[src/rtl/channelizer_dpram_reader.sv]
// Purpose : read-side burst sequencer for the channelizer dual-port RAM (port B) with valid/ready output.
// Latency : first dout_valid latency+1 ce-cycles after an accepted start; 1 word/ce-cycle sustained.
// Backpr. : credit-checked skid FIFO of latency+2 words; reads stall when in-flight + stored reach depth.
//
// Ports
//   clk, rst             clock, asynchronous active-high reset
//   ce                   global clock enable; every register holds when low
//   start/base_addr/len  burst request (sampled in IDLE only), first address, word count 0..2**aw
//   busy, done           burst in progress / one-cycle completion pulse
//   ram_addr, ram_en     to RAM addrb/enb; ram_dout from RAM doutb
//   dout, dout_valid     registered FIFO head; dout_ready accepts it
// Optional feature: define CHANNELIZER_DPRAM_READER_LAST_EN to add dout_last, which marks the final
// word of each burst and travels through the FIFO alongside the data.
module channelizer_dpram_reader #(
    parameter int c_width         = 13,
    parameter int c_address_width = 4,
    parameter int latency         = 1
) (
    input  logic                       clk,
    input  logic                       rst,
    input  logic                       ce,
    input  logic                       start,
    input  logic [c_address_width-1:0] base_addr,
    input  logic [c_address_width:0]   len,
    output logic                       busy,
    output logic                       done,
    output logic [c_address_width-1:0] ram_addr,
    output logic                       ram_en,
    input  logic [c_width-1:0]         ram_dout,
    output logic [c_width-1:0]         dout,
    output logic                       dout_valid,
`ifdef CHANNELIZER_DPRAM_READER_LAST_EN
    output logic                       dout_last,
`endif
    input  logic                       dout_ready
);

    // Depth covers every read that can be in the RAM pipeline plus the word at the head
    // and one more, so a full pipeline can always land even while the head stalls.
    localparam int depth = latency + 2;
    localparam int pw    = $clog2(depth);
    localparam int cw    = $clog2(depth + 1);

    localparam logic [pw-1:0] ptr_last   = pw'(depth - 1);
    localparam logic [cw-1:0] depth_c    = cw'(depth);
    localparam logic [cw:0]   credit_lim = (cw + 1)'(depth);

    typedef enum logic [1:0] {
        IDLE  = 2'd0,
        READ  = 2'd1,
        DRAIN = 2'd2
    } state_t;

    state_t                     state;
    state_t                     state_nxt;
    logic [c_address_width-1:0] addr;
    logic [c_address_width:0]   remaining;
    logic [latency-1:0]         vpipe;
    logic [cw-1:0]              inflight;
    logic [cw-1:0]              fifo_count;
    logic [cw-1:0]              count_nxt;
    logic [pw-1:0]              wr_ptr;
    logic [pw-1:0]              rd_ptr;
    logic [pw-1:0]              rd_ptr_nxt;
    logic [c_width-1:0]         fifo_mem [depth];
    logic                       issue;
    logic                       done_nxt;
    logic                       credit_ok;
    logic                       fifo_wr;
    logic                       fifo_rd;
    logic                       head_from_wr;

    function automatic logic [pw-1:0] ptr_inc(input logic [pw-1:0] p);
        return (p == ptr_last) ? '0 : p + pw'(1);
    endfunction

    assign busy     = (state != IDLE);
    assign ram_en   = ce & busy;
    assign ram_addr = addr;

    // Conservative credit: a word popped this cycle is not counted as freed until next cycle.
    assign credit_ok = ({1'b0, inflight} + {1'b0, fifo_count}) < credit_lim;

    assign fifo_wr    = ce & vpipe[latency-1];
    assign fifo_rd    = ce & dout_valid & dout_ready;
    assign count_nxt  = fifo_count + cw'(fifo_wr) - cw'(fifo_rd);
    assign rd_ptr_nxt = fifo_rd ? ptr_inc(rd_ptr) : rd_ptr;

    // The next head is the word being written when the FIFO would otherwise be empty.
    assign head_from_wr = fifo_wr && (wr_ptr == rd_ptr_nxt);

    always_comb begin
        state_nxt = state;
        issue     = 1'b0;
        done_nxt  = 1'b0;
        if (ce) begin
            case (state)
                IDLE: begin
                    if (start) begin
                        if (len == '0) begin
                            done_nxt = 1'b1;
                        end else begin
                            state_nxt = READ;
                        end
                    end
                end
                READ: begin
                    if (credit_ok) begin
                        issue = 1'b1;
                        if (remaining == (c_address_width + 1)'(1)) begin
                            state_nxt = DRAIN;
                        end
                    end
                end
                DRAIN: begin
                    // Everything is issued; with nothing in flight the lone stored word is the last.
                    if (fifo_rd && fifo_count == cw'(1) && inflight == '0) begin
                        state_nxt = IDLE;
                        done_nxt  = 1'b1;
                    end
                end
                default: state_nxt = IDLE;
            endcase
        end
    end

    always_ff @(posedge clk or posedge rst) begin
        if (rst) begin
            state      <= IDLE;
            done       <= 1'b0;
            addr       <= '0;
            remaining  <= '0;
            vpipe      <= '0;
            inflight   <= '0;
            fifo_count <= '0;
            wr_ptr     <= '0;
            rd_ptr     <= '0;
            dout       <= '0;
            dout_valid <= 1'b0;
        end else if (ce) begin
            state <= state_nxt;
            done  <= done_nxt;
            if (state == IDLE && start) begin
                addr      <= base_addr;
                remaining <= len;
            end else if (issue) begin
                addr      <= addr + c_address_width'(1);
                remaining <= remaining - (c_address_width + 1)'(1);
            end
            vpipe[0] <= issue;
            for (int i = 1; i < latency; i++) begin
                vpipe[i] <= vpipe[i-1];
            end
            inflight   <= inflight + cw'(issue) - cw'(fifo_wr);
            fifo_count <= count_nxt;
            if (fifo_wr) begin
                wr_ptr <= ptr_inc(wr_ptr);
            end
            rd_ptr     <= rd_ptr_nxt;
            dout_valid <= (count_nxt != '0);
            if (count_nxt != '0) begin
                dout <= head_from_wr ? ram_dout : fifo_mem[rd_ptr_nxt];
            end
        end
    end

    always_ff @(posedge clk) begin
        if (fifo_wr) begin
            fifo_mem[wr_ptr] <= ram_dout;
        end
    end

`ifdef CHANNELIZER_DPRAM_READER_LAST_EN
    logic [latency-1:0] lpipe;
    logic               fifo_last [depth];

    always_ff @(posedge clk or posedge rst) begin
        if (rst) begin
            lpipe     <= '0;
            dout_last <= 1'b0;
        end else if (ce) begin
            lpipe[0] <= issue && (remaining == (c_address_width + 1)'(1));
            for (int i = 1; i < latency; i++) begin
                lpipe[i] <= lpipe[i-1];
            end
            if (count_nxt != '0) begin
                dout_last <= head_from_wr ? lpipe[latency-1] : fifo_last[rd_ptr_nxt];
            end
        end
    end

    always_ff @(posedge clk) begin
        if (fifo_wr) begin
            fifo_last[wr_ptr] <= lpipe[latency-1];
        end
    end
`endif

`ifndef SYNTHESIS
    // A write into a full FIFO without a matching pop means the credit check is broken.
    always @(posedge clk) begin
        if (!rst && fifo_wr && !fifo_rd) begin
            assert (fifo_count != depth_c);
        end
    end
`endif

endmodule

[config.mk]
export PLATFORM = sky130hd
export DESIGN_NAME = channelizer_dpram_reader
export DESIGN_NICKNAME = d
export VERILOG_FILES = /design/src/rtl/channelizer_dpram_reader.sv
export SDC_FILE = /design/constraint.sdc
export NUM_CORES = 1
export LEC_CHECK = 0
export ABC_AREA = 1
export BUFFER_PORTS_ARGS = -buffer_cell sky130_fd_sc_hd__buf_2
export CELL_PAD_IN_SITES_DETAIL_PLACEMENT = 0
export CELL_PAD_IN_SITES_GLOBAL_PLACEMENT = 2
export CORE_MARGIN = 5
export CORE_UTILIZATION = 32
export CTS_CLUSTER_DIAMETER = 100
export DETAILED_ROUTE_END_ITERATION = 7
export PLACE_DENSITY_LB_ADDON = 0.05
export SYNTH_ARGS = -nofsm -noshare
export SYNTH_HDL_FRONTEND = slang
export SYNTH_SLANG_ARGS = --single-unit
[constraint.sdc]
create_clock -name clk -period 2.5 [get_ports clk]
set_clock_uncertainty 0.2 [all_clocks]
set_input_delay 0.25 -clock clk [delete_from_list [all_inputs] [get_ports clk]]
set_output_delay 0.25 -clock clk [all_outputs]
set_load 0.01 [all_outputs]
==> impl_metrics.yaml <==
grt:
  use_met1_pct: 18.7
  grt_first_pass_wirelength_mm: 14.7
  overflow: 0
  grt_pass1_vias: 2852
  met2_usage_pct: 23.6
  met3_usage_pct: 2.35
  grt_max_degree: 36
  grt_usage_pct: 14.1
  antenna_found_initial: 0
  grt_most_used_layer: "met2"
sta:
  timing.final.crit_share_pct: 96.5
  fin_ws_ns: 0.0887
  rsz0062_at_grt: "no"
  worst_slew_pin_slew_ns: 0.464
  final_max_slew_viol_count: 0
  relSlewSlack_pct: 69.1
  setup_viol: 0
  fmax_mhz: 415
  hold_viol_final: 0
  min_period_ns: 2.41
place:
  placed_area_sq_um: 4100
  hpwl_mm: 6.13
  dp_cells: 577
  place.gp.congestion: 0.723
  dp_worst_setup_slack_ns: -0.0268
  io_buffers: 47
die:
  die_h_microns: 116
  rows: 38
  die_area_sq_um: 13400
  initial_utilization_pct: 32.9
  die_x_microns: 116
  core-area_sq_um: 10900
  io_pins: 48
clock_network:
  clock-root-buffer: "clkbuf_8"
  cts_setup_buffers: 0
  cts_tree: "yes"
  cts.sinks: 74
  htreeDepth: 3
  cts_buffers: 9
  clockBufferDepth: 2
  clock_latency_ns: 0.34
  path_clk_slew_ns: 0.08
layout:
  layout_common_cells: "104 x nand2_1, 60 x nand3_1, 47 x buf_2, 40 x inv_1, 39 x edfxtp_1"
  layout_commonest_cell: "nand2_1"
  design_area_sq_um: 4470
  layout.cells.non_filler: 611
  fin_nets: 502
  syn_to_final_growth_pct: 24.7
  n_antenna_cell: 0
  drive_gt1_share_pct: 24.2
  finish.utilization_pct: 41.0
status:
  run_status: "finished, final reports clean"
power_and_ir_drop:
  clkPwrFrac_pct: 16.4
  pwr-share-comb_pct: 47.1
  internal_power_mw: 2.91
  p_seq_share_pct: 36.6
  switching_share_pct: 41.9
  p_sw_mw: 2.09
  peakVddDrop_mv: 0.455
  power_leakage_nw: 2.09
  p_per_area_nw_per_um2: 1120
routing:
  vias: 2768
  wire_per_inst_microns: 14.4
  dr.pass1.iters: 4
  routed_wl_mm: 8.78
  drc: 0
  ant_nets: 0
  avgViaCountPerCell: 4.53
  drt-initial-drc-count: 116
yosys:
  yosys_warnings: 0
  avgSynthCellArea_sq_um: 9.40
  yosysSeqAreaShare_pct: 57.1
  yosys_register_bits: 74
  yosysUniqueCellTypes: 35
  postSynthCellCount: 381
  syn_nets: 417
  netlist_area_sq_um: 3580
worst_setup_path:
  cp.required_ns: 2.53
  start_kind: "flop"
  crit_type: "flop to flop"
  crit_path_end_kind: "flop"
  cp.arrival_ns: 2.44
  crit_fanout: 2
run:
  drv_cap: 0
worst_hold_path:
  hp-class: "input port to flop"
routing by layer:
layer  wire, microns  share of wire [%]
met1            4180                 48
met2            4210                 48
met3             287                3.3
met4             110                1.3
met5               0                  0
power by group through the flow:
stage | registers [mW] | clock network (mW) | logic (mW)
6_report | 1.83 | 0.818 | 2.35
5_1_grt | 1.88 | 0.912 | 2.70
4_1_cts | 1.83 | 0.861 | 2.40
3_5_place_dp | 1.86 | 0 | 2.34
3_3_place_gp | 1.85 | 0 | 2.34
2_1_floorplan | 1.89 | 0 | 1.42
area by class of cell:
type	count	area, sq um
clock buffers	9	124
clock inverters	7	45.0
fillers	1093	6420
inverters	41	154
multi-input cells	253	1340
flip-flops and latches	74	2050
well taps	140	175
repair buffers	87	581
metrics by stage:
stage	hold slack, ns	power (mW)	TNS, ns
after detailed placement	0.193	4.20	-0.0268
final	0.0183	5.00	0
after floorplan	0.149	3.31	0
after global placement	0.192	4.19	-0.00144
after CTS	0.00438	5.10	0
after global routing	0.0329	5.50	0
critical path: stages (launching register included):
cell and delay (ns):
dfrtp_1 0.39, ha_1 0.21, fa_1 0.45, a21oi_2 0.18, nand3_2 0.09, ha_1 0.28, inv_1 0.04, ha_2 0.17
a21oi_2 0.10, o21ai_1 0.08, xnor2_1 0.12
worst paths after layout:
path                       cells past startpoint     endpoint    startpoint  slack [ns]
setup / recovery                              10  inflight[1]   inflight[0]        0.09
hold / removal                                 3  ram_addr[2]  base_addr[2]        0.02
setup reg to reg                              10  inflight[1]   inflight[0]        0.09
hold reg to reg                                2         done          done        0.29
max in group asynchronous                      4    wr_ptr[1]           rst        1.40
min in group asynchronous                      4  ram_addr[0]           rst        0.36
sequential cells by signal, indices dropped and copies added, names as in the netlist:
register    cells
dout_valid      1
dout           13
fifo_mem       39
inflight        2
remaining       5
fifo_count      2
vpipe           1
state           2
rd_ptr          2
done            1
ram_addr        4
wr_ptr          2
synthesized netlist by cell type:
library cell  count  area [sq um]
o21ai_1           1          5.00
o21ai_0          17          85.1
nand4_1           2          12.5
buf_2             9          45.0
nand3_1          61           305
nor2_4            2          22.5
buf_1             1          3.75
o21bai_1          2          15.0
mux2_2            1          11.3
inv_1            40           150
a21oi_1           5          25.0
nand2_4           2          22.5
buf_6             1          11.3
nand2_1         104           390
xor2_1            1          8.76
inv_2             1          3.75
edfxtp_1         39          1170
dfrtp_1          35           876
o211ai_1          2          15.0
or2_2             8          50.1
nor2_2            1          6.26
buf_4             1          7.51
o22ai_1           2          12.5
nor2_1           10          37.5
nor2_8            1          20.0
xnor2_1           3          26.3
fa_1              1          20.0
o221ai_1          1          8.76
a31oi_1           1          6.26
ha_1              8           100
or2_0             6          37.5
clkbuf_1          1          3.75
nor3_1            4          20.0
nand2_2           6          37.5
o21ai_2           1          8.76
timing repair:
| item | in CTS | in global routing |
|---|---|---|
| hold buffers | 18 | 0 |
| pin swaps | 1 | 2 |
| endpoints found under the setup margin | 1 | 1 |
| gates resized for setup | 1 | 4 |
| gates cloned | 0 | 0 |
| hold endpoints to repair | 78 | 0 |
cells by family (layout without fill, tap and decap cells):
group                    Yosys count  after routing  synth area share [%]
flip-flops                        74             74                  57.1
AO/OA/AOI/OAI                     32             32                  5.06
XOR/XNOR                           4              4                 0.978
buffers and inverters             54            144                  6.29
multiplexers                       1              1                 0.314
AND/OR/NAND/NOR                  207            207                  26.9
adder cells (fa/ha/maj)            9              9                  3.35
(Power assumes the default switching activity.)
